## config.mk

```make
export PLATFORM = sky130hd
export DESIGN_NAME = data_cache
export DESIGN_NICKNAME = d
export VERILOG_FILES = /design/src/rtl/cache_pkg.sv /design/src/rtl/cache_store.sv /design/src/rtl/data_cache.sv
export SDC_FILE = /design/constraint.sdc
export NUM_CORES = 1
export LEC_CHECK = 0
export ABC_AREA = 0
export CORE_MARGIN = 4
export CORE_UTILIZATION = 35
export DETAILED_ROUTE_END_ITERATION = 7
export SETUP_SLACK_MARGIN = 0.05
export SLEW_MARGIN = 15
export SYNTH_ARGS = -nofsm -noshare
export SYNTH_HDL_FRONTEND = slang
export SYNTH_SLANG_ARGS = --single-unit
```

## constraint.sdc

```tcl
create_clock -name clk -period 10.05 [get_ports clk]
set_input_delay 1.005 -clock clk [delete_from_list [all_inputs] [get_ports clk]]
set_output_delay 1.005 -clock clk [all_outputs]
set_load 0.05 [all_outputs]
```

## src/rtl/cache_pkg.sv

```systemverilog
// Shared definitions for the direct-mapped, write-through data cache.
// Holds the controller state encoding and the default geometry.
package cache_pkg;

  localparam int DEFAULT_INDEX_BITS = 4;

  typedef enum logic [1:0] {
    IDLE  = 2'd0,
    RFILL = 2'd1,
    WBUSY = 2'd2,
    WDONE = 2'd3
  } cache_state_t;

endpackage

```

## src/rtl/cache_store.sv

```systemverilog
// Tag/data/valid storage for the data cache: one word per line,
// combinational read port, synchronous write port, valid bits cleared by rst.
module cache_store #(
  parameter int INDEX_BITS = 4,
  parameter int TAG_BITS   = 26
) (
  input  logic                  clk,
  input  logic                  rst,
  input  logic [INDEX_BITS-1:0] rd_index,
  output logic                  rd_valid,
  output logic [TAG_BITS-1:0]   rd_tag,
  output logic [31:0]           rd_data,
  input  logic                  wr_en,
  input  logic [INDEX_BITS-1:0] wr_index,
  input  logic [TAG_BITS-1:0]   wr_tag,
  input  logic [31:0]           wr_data
);

  localparam int LINES = 1 << INDEX_BITS;

  logic [LINES-1:0]    valid;
  logic [TAG_BITS-1:0] tags [LINES];
  logic [31:0]         data [LINES];

  always_ff @(posedge clk or posedge rst) begin
    if (rst) begin
      valid <= '0;
    end else if (wr_en) begin
      valid[wr_index] <= 1'b1;
    end
  end

  // Tag and data arrays are deliberately left unreset; valid guards them.
  always_ff @(posedge clk) begin
    if (wr_en) begin
      tags[wr_index] <= wr_tag;
      data[wr_index] <= wr_data;
    end
  end

  assign rd_valid = valid[rd_index];
  assign rd_tag   = tags[rd_index];
  assign rd_data  = data[rd_index];

endmodule

```

## src/rtl/data_cache.sv

```systemverilog
// Direct-mapped, write-through, no-write-allocate data cache with zero-cycle
// read hits. Handshake: MEM_REQ stays high with stable MEM_ADDR/MEM_WE/MEM_WDATA
// until the one-cycle MEM_ACK pulse; HIT=0 stalls the pipeline, which holds its inputs.
module data_cache
  import cache_pkg::*;
#(
  parameter int INDEX_BITS = DEFAULT_INDEX_BITS,
  parameter int TAG_BITS   = 32 - 2 - INDEX_BITS
) (
  input  logic        clk,
  input  logic        rst,
  input  logic [31:0] ADDRESS,
  input  logic [31:0] WRITE_DATA,
  input  logic        MEM_READ,
  input  logic        MEM_WRITE,
  output logic        HIT,
  output logic [31:0] READ_DATA,
  output logic        MEM_REQ,
  output logic        MEM_WE,
  output logic [31:0] MEM_ADDR,
  output logic [31:0] MEM_WDATA,
  input  logic [31:0] MEM_RDATA,
  input  logic        MEM_ACK
);

  cache_state_t state, state_next;

  logic [INDEX_BITS-1:0] index;
  logic [TAG_BITS-1:0]   tag;
  logic [31:0]           word_addr;
  logic                  unused_addr_bits;

  logic                  line_valid;
  logic [TAG_BITS-1:0]   line_tag;
  logic [31:0]           line_data;
  logic                  lookup_hit;
  logic                  store_we;
  logic [31:0]           store_wdata;

  assign index            = ADDRESS[INDEX_BITS+1:2];
  assign tag              = ADDRESS[31:INDEX_BITS+2];
  assign word_addr        = {ADDRESS[31:2], 2'b00};
  assign unused_addr_bits = ^ADDRESS[1:0];
  assign lookup_hit       = line_valid && (line_tag == tag);

  cache_store #(
    .INDEX_BITS(INDEX_BITS),
    .TAG_BITS  (TAG_BITS)
  ) u_store (
    .clk     (clk),
    .rst     (rst),
    .rd_index(index),
    .rd_valid(line_valid),
    .rd_tag  (line_tag),
    .rd_data (line_data),
    .wr_en   (store_we),
    .wr_index(index),
    .wr_tag  (tag),
    .wr_data (store_wdata)
  );

  always_ff @(posedge clk or posedge rst) begin
    if (rst) begin
      state <= IDLE;
    end else begin
      state <= state_next;
    end
  end

  // Outputs are gated by rst so an abandoned transaction drops MEM_REQ at once.
  always_comb begin
    state_next  = state;
    HIT         = 1'b0;
    READ_DATA   = '0;
    MEM_REQ     = 1'b0;
    MEM_WE      = 1'b0;
    MEM_ADDR    = '0;
    MEM_WDATA   = '0;
    store_we    = 1'b0;
    store_wdata = MEM_RDATA;
    if (!rst) begin
      case (state)
        IDLE: begin
          if (MEM_WRITE) begin
            state_next = WBUSY;
          end else if (MEM_READ) begin
            if (lookup_hit) begin
              HIT       = 1'b1;
              READ_DATA = line_data;
            end else begin
              state_next = RFILL;
            end
          end else begin
            HIT = 1'b1;
          end
        end
        RFILL: begin
          MEM_REQ  = 1'b1;
          MEM_ADDR = word_addr;
          if (MEM_ACK) begin
            store_we   = 1'b1;
            state_next = IDLE;
          end
        end
        WBUSY: begin
          MEM_REQ   = 1'b1;
          MEM_WE    = 1'b1;
          MEM_ADDR  = word_addr;
          MEM_WDATA = WRITE_DATA;
          if (MEM_ACK) begin
            // No allocate: only a line already holding this address is refreshed.
            store_we    = lookup_hit;
            store_wdata = WRITE_DATA;
            state_next  = WDONE;
          end
        end
        WDONE: begin
          HIT        = 1'b1;
          state_next = IDLE;
        end
        default: state_next = IDLE;
      endcase
    end
  end

endmodule
```

Yosys cells after proc, flatten, opt, wreduce, memory -nomap -nowiden
Memory sizes are Yosys's and may differ from the RTL's.
Cells that the tools add are included.
{"block": "totals", "reg_bits": 18, "output_inout_bits": 99, "ramBits": 928, "mem_count": 2}
{"block": "op_classes", "bitwise": 2, "reduce_logical": 5, "eq_ne": 8, "magnitude_cmp": 2, "mux": 37}
{"memory": "u_store.data", "depth": 16, "word_bits": 32, "rd": 1, "rd_ports_with_merged_regs": 0, "wr": 1, "line_no": "cache_store.sv:23", "rtl": "logic [31:0] data [LINES];"}
{"memory": "u_store.tags", "depth": 16, "word_bits": 26, "rd": 1, "rd_ports_with_merged_regs": 0, "wr": 1, "line_no": "cache_store.sv:22", "rtl": "logic [TAG_BITS-1:0] tags [LINES];"}
{"op": "$mux W32", "n": 12}
{"op": "$eq A26 B26 Y1", "n": 1}
{"op": "$or A16 B16 Y16", "n": 1}
{"op": "$mux W1", "n": 15}
{"op": "$mux W2", "n": 5}
{"op": "$pmux W2 S4", "n": 1}
{"op": "$ne A3 B3 Y1 const B", "n": 2}
{"op": "$lt A4 B5 Y1 const B", "n": 1}
{"op": "$reduce_and A5 Y1", "n": 1}
{"op": "$bmux W1 S4", "n": 1}
{"op": "$demux W1 S4", "n": 1}
{"op": "$eq A2 B2 Y1 const B", "n": 2}
{"op": "$ge A4 B1 Y1 const B", "n": 1}
{"op": "$ne A2 B2 Y1 const B", "n": 2}
{"op": "$pmux W1 S2", "n": 2}
{"op": "$eq A2 B1 Y1 const B", "n": 1}
{"op": "$logic_and A1 B1 Y1", "n": 2}
{"op": "$logic_not A2 Y1", "n": 1}
{"op": "$reduce_or A2 Y1", "n": 1}
{"op": "$not A1 Y1", "n": 1}

Logic depth before layout (Yosys ltp)
{"block": "logic_depth", "ltp_word": 8, "mapped_depth": 14, "mapped_depth_nobuf": 8}

By module
From an unflattened synthesis, not the netlist that was laid out.
{"block": "hier_totals", "cells_unflattened": 1744, "area_unflattened_um2": 37332.1}
{"module": "cache_store", "n_inst": 1, "seq_area_each_um2": 28267.1, "cells_per_inst": 1480, "area_per_inst_um2": 35300.1}
{"module": "data_cache", "n_inst": 1, "seq_area_each_um2": 50.0, "cells_per_inst": 264, "area_per_inst_um2": 2031.9}

Worst setup path before layout
OpenSTA, ideal clock, no wires.
{"block": "synth_path", "path_kind": "input to register", "startpoint": "input port ADDRESS[2]", "endpoint": "memory u_store.data[15][0] (enable)", "path_buffers": 5, "path_stages": 13, "setup_slack_ns": 2.155, "setup_time_ns": 0.545, "arrival_time_ns": 7.350, "required_ns": 9.505, "path_cell_list": "buf_4 buf_12 buf_8 buf_6 mux4_2 a22oi_1 nand3_1 a211oi_1 nand3_1 a221oi_4 a31oi_4 buf_6 nor3_1"}
{"block": "synth_between", "elab_chain_len": 8, "word_cells_on_any_way": 10, "cone_classes": "eq/ne (1); mux (7); reduce/logical (1); memory (1)"}
{"element": "from (decl)", "line_no": "data_cache.sv:12", "rtl": "input logic [31:0] ADDRESS,"}
{"element": "$mem_v2 Z16 W26 or $bmux W1 S4 (tied branches)"}
{"element": "$eq A26 B26 Y1 or $mux W1 (tied branches)", "line_no": "data_cache.sv:44, cache_store.sv:41"}
{"element": "$logic_and A1 B1 Y1", "line_no": "data_cache.sv:44", "rtl": "assign lookup_hit = line_valid && (line_tag == tag);"}
{"element": "$mux W1", "line_no": "data_cache.sv:110", "rtl": "if (MEM_ACK) begin"}
{"element": "$pmux W1 S2", "line_no": "data_cache.sv:82", "rtl": "case (state)"}
{"element": "$mux W1", "line_no": "data_cache.sv:81", "rtl": "if (!rst) begin"}
{"element": "$mux W1", "line_no": "cache_store.sv:35", "rtl": "if (wr_en) begin"}
{"element": "$mux W1 (not written as such)", "line_no": "cache_store.sv:37", "rtl": "data[wr_index] <= wr_data;"}
{"element": "to (decl)", "line_no": "cache_store.sv:23"}
Several ways; a longest one is shown, not always the timed one. The select of a mux whose other input is x is not followed.

Final worst setup path
{"block": "layout_path", "startpoint": "input port ADDRESS[2]", "endpoint": "output port READ_DATA[10]"}
{"block": "layout_between", "elab_chain_len": 8, "word_cells_on_any_way": 11, "cone_classes": "eq/ne (1); mux (7); reduce/logical (1); memory (2)"}
{"element": "$mem_v2 Z16 W26 or $bmux W1 S4 (tied branches)"}
{"element": "$eq A26 B26 Y1 or $mux W1 (tied branches)", "line_no": "data_cache.sv:44, cache_store.sv:41"}
{"element": "$logic_and A1 B1 Y1", "line_no": "data_cache.sv:44"}
{"element": "$mux W32 *", "line_no": "data_cache.sv:87", "rtl": "if (lookup_hit) begin"}
{"element": "$mux W32 *", "line_no": "data_cache.sv:86", "rtl": "end else if (MEM_READ) begin"}
{"element": "$mux W32 *", "line_no": "data_cache.sv:84", "rtl": "if (MEM_WRITE) begin"}
{"element": "$mux W32 *", "line_no": "data_cache.sv:82"}
{"element": "$mux W32 *", "line_no": "data_cache.sv:81"}
{"element": "to (decl)", "line_no": "data_cache.sv:17", "rtl": "output logic [31:0] READ_DATA,"}
Every way passes the cells marked *; elsewhere a longest branch is shown, timed or not. The select of a mux whose other input is x is not followed.

==> results.md <==
- Status: finished, final reports clean
- Setup Skew: 0.0296 ns
- Vias per cell: 5.23
- Pin count of the biggest net entering global routing: 88
- Main area contributors after synthesis: edfxtp_1 74%, mux4_2 15%, mux2i_1 2.1%, dfrtp_1 1.2%, and2_1 1.1%
- Worst Hold Class: reg2reg
- Worst EP required: 9.05 ns
- Post_cts resized: 0
- Reg clk slew, reported paths: 0.06 ns
- Met1 WL: 37700 um
- Yosys warnings: 0
- RR Endpoint: u_store.tags[4][2]$_DFFE_PP_
- Rel. slew slack: 0.292
- Finish-stage setup viols: 0
- Worst Path Buf+Inv: 3
- Max-cap violations: 0
- Hold Slack: 0.476 ns
- GRT Overall Usage: 0.158
- Die H: 336 um
- F_max: 0.130 GHz
- Mapped cell area: 37700 sq um
- Power Dens Cells: 201 nW/um^2
- Syn Area/Cell: 21.9 sq um
- # hold bufs at CTS: 0
- Vias in the first global route: 18987
- Critical path, cell by cell: buf_8, buf_4, mux4_2, mux2_2, a21o_1, a211oi_1, o221ai_1, nor4_4, nand3_2, nor2b_1, clkdlybuf4s50_1
- R2R Setup Slk: 5.10 ns
- Fraction of the yosys area taken by sequential cells: 0.752
- Core Area: 107000 sq um
- Setup bufs post-CTS: 0
- H-tree depth: 3
- Delay of the slowest critical-path stage: 0.86 ns
- Drt wl/cell: 25.7 um
- I/O pin count: 200
- Asr flop ratio synth: 0.0190
- First-pass GRT wire length: 129000 um
- Iteration-0 DRC Markers: 1757
- Die width: 336 um
- FF+latch count, synth: 946
- Synth unique cells: 65
- Worst-path maximum fanout: 81
- Crit Path Class: in2out
- Pleak: 14.1 nW
- CTS tree: done
- Routed wl met3: 5890 um
- Final nets: 2080
- Setup TNS: 0 ns
- Tcrit/Tclk final: 0.765
- Final instance area: 44600 sq um
- Total wire length: 88900 um
- FP Rows: 120
- Final min period: 7.69 ns
- Synth top area share: 0.740
- Post-route ant nets: 0
- RSZ-0062 raised after global routing: no
- Clk root buf: clkbuf_16
- Crit path DAT: 6.69 ns
- Ratio of cells with drive above 1 in the final layout: 0.244
- Crit start category: input port
- Synth area leader: edfxtp_1
- Total design power: 8.98 mW
- Die area: 113000 sq um
- Hold Startpoint: u_store.valid[8]$_DFFE_PP0P_
- Slowest cell on the critical path: nand3_2
- CP endpoint kind: output port
- WL met2: 43800 um
- Clock Path Buffers: 3
- Final core occ: 0.417
- WHS Path Cells: 1
- DRC viols: 0
- Top FF cell, synth: edfxtp_1
- Highest routed metal layer: met4
- Post-Place Cell Area: 41400 sq um
- Post-synthesis cell count: 1719
- Final GP Congestion: 0.760
- FF-to-FF path depth: 9
- Area Growth Syn to Fin: 18.4%
- Hold path endpoint: u_store.valid[8]$_DFFE_PP0P_
- Inserted Clock Buffers: 95
- Clk_lat worst skew: 0.67 ns
- Hpwl dp: 47600 um
- Cell family with most CP delay: buffers and inverters
- Initial Util: 0.352
- Hold Fails Final Rpt: 0
- R2R Path Start: u_store.tags[3][9]$_DFFE_PP_
- Number of detailed-route iterations in the first pass: 5
- Initial antenna violation count: 4
- Congestion Overflow GR: 0
- Slew Limit Fails: 0
- Largest vdd supply drop: 115 uV
- Clock Sinks: 946
- Worst Tran Pin Value: 1.06 ns
- Number of I/O port buffers: 195
- DR vias: 18083
- Post-synth EDFFs: 928
==> worst max-delay path by stage <==
stage / startpoint / endpoint / slack, ns / cells after the start
after floorplan: ADDRESS[2] / u_store.data[15][0]$_DFFE_PP_ / 2.16 / 13
after global placement: ADDRESS[2] / READ_DATA[2] / 2.28 / 11
after detailed placement: ADDRESS[2] / READ_DATA[30] / 2.15 / 11
after CTS: ADDRESS[2] / READ_DATA[26] / 2.13 / 11
after global routing: ADDRESS[2] / READ_DATA[30] / 1.86 / 11
final: ADDRESS[2] / READ_DATA[10] / 2.36 / 11
==> cell families after synthesis <==
kind of cell / Yosys count / share of synthesized area
compound gates: 96 / 0.0199
other cells: 1 / 0.0000996
mux: 357 / 0.177
flops: 946 / 0.752
buf+inv: 106 / 0.0145
simple gates: 181 / 0.0282
fa+ha+maj: 4 / 0.00133
xor+xnor: 28 / 0.00651
==> sequential cells by signal (all words and copies together), names as in the netlist <==
register,count
u_store.data,512
state,2
u_store.valid,16
u_store.tags,416
==> cells in the mapped netlist (16+ instances only) <==
master    number
a22oi_1       16
mux2i_1       79
nor2b_1       36
nand2_1       18
and2_1        65
buf_1         25
nor3_1        23
edfxtp_1     928
xnor2_1       18
o21bai_1      16
clkbuf_1      35
mux4_2       245
mux2_2        33
dfrtp_1       18
==> per-layer routing <==
metal | vias to the layer above | track usage
met5 | - | 0
met4 | 0 | 0.0391
met3 | 101 | 0.0259
met2 | 622 | 0.263
met1 | 9633 | 0.217
li1 | 7727 | -
==> where the power goes <==
part	switching [mW]	total (mW)	internal, mW
Combinational	0.614	0.972	0.358
Sequential	0.0253	4.46	4.43
Clock	1.46	3.55	2.09
==> through the flow <==
step / instances / setup WS (ns)
after floorplan: 1720 / 2.16
after global placement: 3281 / 2.28
after detailed placement: 3281 / 2.15
after CTS: 3455 / 2.13
after global routing: 3455 / 1.86
final: 3460 / 2.36
==> final cells by class <==
class,instances,area [sq um]
Multi-Input combinational cell,668,8910
Sequential cell,946,28300
Timing Repair Buffer,248,2380
Tap cell,1403,1760
Inverter,16,62.6
Clock buffer,109,2450
Fill cell,9230,62300
Clock inverter,65,704
Antenna cell,5,12.5
==> cells in the final DEF, fill, tap and decap left out, types with 12 or more instances in the layout <==
cell             Yosys  routed
clkinv_2             0      15
mux2_2              33      33
and2_1              65      65
bufinv_16            0      13
clkinv_1             1      25
inv_1               14      14
buf_4                4      52
mux4_2             245     245
nor2b_1             36      34
mux2i_1             79      79
clkbuf_1            35      12
edfxtp_1           928     928
xnor2_1             18      18
nand2_1             18      17
clkdlybuf4s50_1      0     191
dfrtp_1             18      18
o21bai_1            16      16
clkbuf_16            0      95
a22oi_1             16      16
No activity file was read; power rests on OpenSTA's default activity.
